**src/rtl/keypad_encoder.sv**
```systemverilog
// -----------------------------------------------------------------------------
// keypad_encoder
// Front-panel input stage for the microwave timer. Raw keypad lines are
// synchronized, debounced and encoded. Each accepted digit produces one
// active-low load strobe that shifts its BCD code into the timer. START and
// STOP produce one-cycle strobes for the control FSM. While the oven is
// running (lock high) digit and START presses are swallowed; STOP always passes.
//
// Ports:
//   clk        in   1   system clock, rising edge
//   clear      in   1   synchronous active-high reset
//   keys       in  12   raw key lines, active-high (0-9 digits, 10 START, 11 STOP)
//   lock       in   1   timer running; blocks digit and START acceptance
//   bcd_output out  4   BCD code of the last accepted digit
//   loadn      out  1   active-low one-cycle load strobe
//   start_p    out  1   one-cycle START strobe
//   stop_p     out  1   one-cycle STOP strobe
//   busy       out  1   high whenever the FSM is not idle
// -----------------------------------------------------------------------------
module keypad_encoder #(
    parameter int DEBOUNCE_CYCLES = 16
) (
    input  logic        clk,
    input  logic        clear,
    input  logic [11:0] keys,
    input  logic        lock,
    output logic [3:0]  bcd_output,
    output logic        loadn,
    output logic        start_p,
    output logic        stop_p,
    output logic        busy
);

    localparam int CW = $clog2(DEBOUNCE_CYCLES) + 1;
    localparam logic [CW-1:0] C_LAST = CW'(DEBOUNCE_CYCLES - 1);
    localparam logic [CW-1:0] C_ONE  = CW'(1);
    localparam logic [CW-1:0] C_ZERO = CW'(0);

    typedef enum logic [1:0] {
        ST_IDLE     = 2'd0,
        ST_DEBOUNCE = 2'd1,
        ST_HELD     = 2'd2,
        ST_RELEASE  = 2'd3
    } state_t;

    // True when exactly one key line is active.
    function automatic logic f_onehot(input logic [11:0] v);
        logic [3:0] n;
        n = 4'd0;
        for (int i = 0; i < 12; i++) begin
            n = n + {3'b000, v[i]};
        end
        return (n == 4'd1);
    endfunction

    // Index of the active key; only meaningful when the vector is one-hot.
    function automatic logic [3:0] f_index(input logic [11:0] v);
        logic [3:0] idx;
        idx = 4'd0;
        for (int i = 0; i < 12; i++) begin
            if (v[i]) begin
                idx = 4'(i);
            end
        end
        return idx;
    endfunction

    logic [11:0]   r_s1;
    logic [11:0]   r_s2;
    state_t        r_state;
    logic [CW-1:0] r_cnt;
    logic [3:0]    r_code;
    logic [3:0]    r_bcd;
    logic          r_loadn;
    logic          r_start;
    logic          r_stop;
    logic          r_busy;

    logic          w_valid;
    logic [3:0]    w_index;
    logic          w_same;
    logic          w_none;

    assign w_valid = f_onehot(r_s2);
    assign w_index = f_index(r_s2);
    // The debounced key must remain exactly the latched single key.
    assign w_same  = (r_s2 == (12'd1 << r_code));
    assign w_none  = (r_s2 == 12'd0);

    // Synchronizer, debounce FSM and registered strobe outputs.
    always_ff @(posedge clk) begin
        if (clear) begin
            r_s1    <= 12'd0;
            r_s2    <= 12'd0;
            r_state <= ST_IDLE;
            r_cnt   <= C_ZERO;
            r_code  <= 4'd0;
            r_bcd   <= 4'd0;
            r_loadn <= 1'b1;
            r_start <= 1'b0;
            r_stop  <= 1'b0;
            r_busy  <= 1'b0;
        end else begin
            r_s1    <= keys;
            r_s2    <= r_s1;
            // Strobes are single-cycle: default to inactive every cycle.
            r_loadn <= 1'b1;
            r_start <= 1'b0;
            r_stop  <= 1'b0;
            case (r_state)
                ST_IDLE: begin
                    if (w_valid) begin
                        r_state <= ST_DEBOUNCE;
                        r_code  <= w_index;
                        r_cnt   <= C_ONE;
                        r_busy  <= 1'b1;
                    end else begin
                        r_state <= ST_IDLE;
                        r_cnt   <= C_ZERO;
                        r_busy  <= 1'b0;
                    end
                end
                ST_DEBOUNCE: begin
                    if (!w_same) begin
                        r_state <= ST_IDLE;
                        r_cnt   <= C_ZERO;
                        r_busy  <= 1'b0;
                    end else if (r_cnt == C_LAST) begin
                        r_state <= ST_HELD;
                        // lock is only consulted here, on entry to HELD.
                        if (r_code <= 4'd9) begin
                            if (!lock) begin
                                r_bcd   <= r_code;
                                r_loadn <= 1'b0;
                            end else begin
                                r_bcd   <= r_bcd;
                            end
                        end else if (r_code == 4'd10) begin
                            r_start <= ~lock;
                        end else begin
                            r_stop  <= 1'b1;
                        end
                    end else begin
                        r_cnt <= r_cnt + C_ONE;
                    end
                end
                ST_HELD: begin
                    // No auto-repeat; extra keys are ignored until full release.
                    if (w_none) begin
                        r_state <= ST_RELEASE;
                        r_cnt   <= C_ONE;
                    end else begin
                        r_state <= ST_HELD;
                    end
                end
                ST_RELEASE: begin
                    if (!w_none) begin
                        r_cnt <= C_ONE;
                    end else if (r_cnt == C_LAST) begin
                        r_state <= ST_IDLE;
                        r_cnt   <= C_ZERO;
                        r_busy  <= 1'b0;
                    end else begin
                        r_cnt <= r_cnt + C_ONE;
                    end
                end
                default: begin
                    r_state <= ST_IDLE;
                    r_cnt   <= C_ZERO;
                    r_busy  <= 1'b0;
                end
            endcase
        end
    end

    assign bcd_output = r_bcd;
    assign loadn      = r_loadn;
    assign start_p    = r_start;
    assign stop_p     = r_stop;
    assign busy       = r_busy;

endmodule

```
**config.mk**
```make
export PLATFORM = sky130hd
export DESIGN_NAME = keypad_encoder
export DESIGN_NICKNAME = d
export VERILOG_FILES = /design/src/rtl/keypad_encoder.sv
export SDC_FILE = /design/constraint.sdc
export NUM_CORES = 1
export LEC_CHECK = 0
export CAP_MARGIN = 0
export CORE_UTILIZATION = 56
export CTS_CLUSTER_SIZE = 10
export DETAILED_ROUTE_END_ITERATION = 6
export PLACE_DENSITY_LB_ADDON = 0.2
export SYNTH_ARGS = -nofsm -noshare
export SYNTH_HDL_FRONTEND = slang
export SYNTH_SLANG_ARGS = --single-unit
```
**constraint.sdc**
```tcl
create_clock -name clk -period 6.1 [get_ports clk]
set_input_delay 1.22 -clock clk [delete_from_list [all_inputs] [get_ports clk]]
set_output_delay 1.22 -clock clk [all_outputs]
set_load 0.005 [all_outputs]
```
==> metrics.txt <==
maximum frequency from static timing analysis 0.232 GHz; number of flip-flops and latches in the synthesized netlist 43; maximum number of pins on one net before global-route repair between 40 and 50; Critical Path AT roughly 4500 ps; fin crit period approximately 4300 ps; Core Region roughly 3800 um2; Lkg Pwr around 0.00094 uW; insertion delay of the later-clocked pin in the worst-skew pair 300 ps; portion of total power attributed to sequential cells a little under half; # hold bufs at CTS 0; number of enable-type register cells in the synthesized netlist 0; synthesized netlist cell count 249; Synth Cell Area about 2300 um2; number of core rows 22; final slew viol count 0; final hold violations 0; post-layout utilization of the core around 70%; drt drc 0; measured slew at the worst slew-check pin between 500 and 600 ps; number of nets in the finished design ~300; total I/O pin count 23; count of H-tree levels built during CTS 2; Setup Viol. Count Final 0; number of violations reported at the end of detailed-routing iteration 0 slightly above 100; residual antenna-violating net count after detailed routing 0; total nets after synthesis 279; Inserted Clock Buffers 5; buffer levels on the longest clock path 2; clk root buf sky130_fd_sc_hd__clkbuf_8; via total after detailed routing 1781; CP Data Required Time between 6000 and 7000 ps; net switching power around 270 uW; library cell with the highest instance count after synthesis sky130_fd_sc_hd__dfxtp_1; DIE HEIGHT between 60 and 70 um; ratio of cells with drive above 1 in the final layout 7.46%; Ant. Diodes 0; total negative slack 0 ps; list of most frequent post-synthesis cells 43 x sky130_fd_sc_hd__dfxtp_1, 32 x sky130_fd_sc_hd__nor2b_1, 22 x sky130_fd_sc_hd__inv_1; run status finished clean; number of setup buffers added after CTS 0; CP Class flip-flop to flip-flop; layout overhead on the synthesized area 13.9%; routability congestion estimate 0.872; Avg Vias per Cell between 5 and 6; highest fanout seen on the critical path 13; starting utilization of the core area about three fifths; antenna violations before repair 0; clock tree from TritonCTS yes; routed metal-1 wirelength around 2100 um; RSZ-0062 raised after global routing false; GR Util All Layers a little under a quarter; fraction of synthesized cell area taken by the top area cell type 38.2%; average instance area after synthesis just over 9 um2; yosys synthesis warning count 0; Clock Skews 3.62 ps; global-route wire length before repair between 7000 and 8000 um; peak supply drop 0.200 mV; highest metal used met4; Port Buffers 22; ranking of synthesized cells by area sky130_fd_sc_hd__dfxtp_1 38%, sky130_fd_sc_hd__nor2b_1 8.9%, sky130_fd_sc_hd__fa_1 6.2%; power share of the combinational group 29.6%; proportion of synthesized flip-flops having asynchronous set or reset 0%; Period Utilization, post-route between 70% and 80%; post-cts gate resize count 0; worst relative slew slack 62.0%; Worst setup SP type flip-flop; most used flip-flop cell after synthesis sky130_fd_sc_hd__dfxtp_1; number of unique standard cell types used by synthesis 55; number of search-and-repair iterations in the first detailed-routing pass 4; clock-pin slew on the worst setup and hold paths approximately 80 ps; total length of routed met2 wires between 2000 and 2500 um; Congestion Overflow GR 0; average detailed-routed wire length per instance around 14 um; sequential fraction of the synthesis area between 30% and 40%; WL final roughly 4500 um; cell-internal power just under 500 uW; total of max-cap violations 0; switching part of the total power a little over a third; area of the die 4280 um2; cell area power density 296 nW/um2; library cell with the largest summed area after synthesis sky130_fd_sc_hd__dfxtp_1; clock group share of total power 23.8%; die extent in x ~65 um; type of element capturing the critical path flip-flop; vias in the first global route 1674; clock sink count between 40 and 50; wire length on met3 ~260 um; min-delay worst type flip-flop to flip-flop; Detailed Place HPWL between 3000 and 4000 um
==> power by group through the flow <==
stage | clock network (uW) | logic [uW] | registers [uW]
2_1_floorplan | 0 | 205 | 324
3_5_place_dp | 0 | 224 | 359
4_1_cts | 185 | 225 | 353
5_1_grt | 199 | 252 | 360
3_3_place_gp | 0 | 218 | 357
6_report | 181 | 225 | 354
==> per-stage QoR <==
step	hold slack, ps	cells	instance area [um2]	setup slack, ps	total power, uW
6_report	434	316	2570	1800	760
5_1_grt	454	316	2570	1500	810
4_1_cts	439	316	2570	1810	762
3_5_place_dp	421	308	2480	1830	584
3_3_place_gp	417	308	2480	1950	575
2_1_floorplan	414	249	2250	1880	529
==> placed cells by master (no fill, tap or decap), types with 7 or more instances in the layout <==
cell type                         instances
sky130_fd_sc_hd__dfxtp_1                 43
sky130_fd_sc_hd__a21oi_1                 12
sky130_fd_sc_hd__nor2_1                  17
sky130_fd_sc_hd__nand2_1                  9
sky130_fd_sc_hd__o21ai_0                  9
sky130_fd_sc_hd__fa_1                     7
sky130_fd_sc_hd__inv_1                   22
sky130_fd_sc_hd__clkdlybuf4s50_1         22
sky130_fd_sc_hd__ha_1                     8
sky130_fd_sc_hd__nor2b_1                 32
==> registers in the layout, summed over array words and instances (netlist names), named ones only <==
name,flops
r_code,4
loadn,1
r_s1,12
busy,1
r_state,1
stop_p,1
r_cnt,5
bcd_output,4
r_s2,12
start_p,1
==> path summary, 6_finish.rpt <==
check	to	startpoint	cells after the start	slack [ps]
hold / removal	r_s2[0]	r_s1[0]	1	430
setup / recovery	r_cnt[0]	r_s2[7]	16	1800
hold reg to reg	r_s2[0]	r_s1[0]	1	430
setup reg to reg	r_cnt[0]	r_s2[7]	16	1800
==> final cells by class <==
| type | instances | area [um2] |
|---|---|---|
| clock buffer | 5 | 68.8 |
| clock inverter | 3 | 20.0 |
| fill | 306 | 1200 |
| inverter | 22 | 82.6 |
| multi-input combinational | 171 | 1240 |
| sequential | 43 | 861 |
| tap | 48 | 60.1 |
| timing repair buffer | 24 | 235 |
==> kinds of logic after synthesis <==
group	Yosys count	share of synthesized area [%]
and+or+nand+nor	103	27.5
AOI/OAI and AO/OA	51	16.0
DFF	43	38.2
buffers and inverters	35	6.77
adders and majority gates	15	10.7
xor gates and xnor gates	1	0.389
muxes	1	0.444
==> routing by layer <==
layer  global-route usage [%]  up-vias
met5                        0        -
met4                     9.24        0
met3                     5.90        7
met2                     38.5       52
met1                     29.5      821
li1                         -      901
==> worst max-delay path, cell delays in order, from the launching register on <==
cell                        delay (ps)
sky130_fd_sc_hd__dfxtp_1           470
sky130_fd_sc_hd__fa_1              470
sky130_fd_sc_hd__fa_1              490
sky130_fd_sc_hd__inv_1              50
sky130_fd_sc_hd__fa_1              490
sky130_fd_sc_hd__fa_1              410
sky130_fd_sc_hd__inv_1              70
sky130_fd_sc_hd__ha_1              150
sky130_fd_sc_hd__inv_1              50
sky130_fd_sc_hd__fa_1              370
sky130_fd_sc_hd__a2111oi_0         390
sky130_fd_sc_hd__a21oi_1            80
sky130_fd_sc_hd__nor3_1            160
sky130_fd_sc_hd__buf_4             210
sky130_fd_sc_hd__a21oi_1            60
sky130_fd_sc_hd__o21a_1            130
sky130_fd_sc_hd__a211oi_2          170
Power figures use the tool's default switching activity.
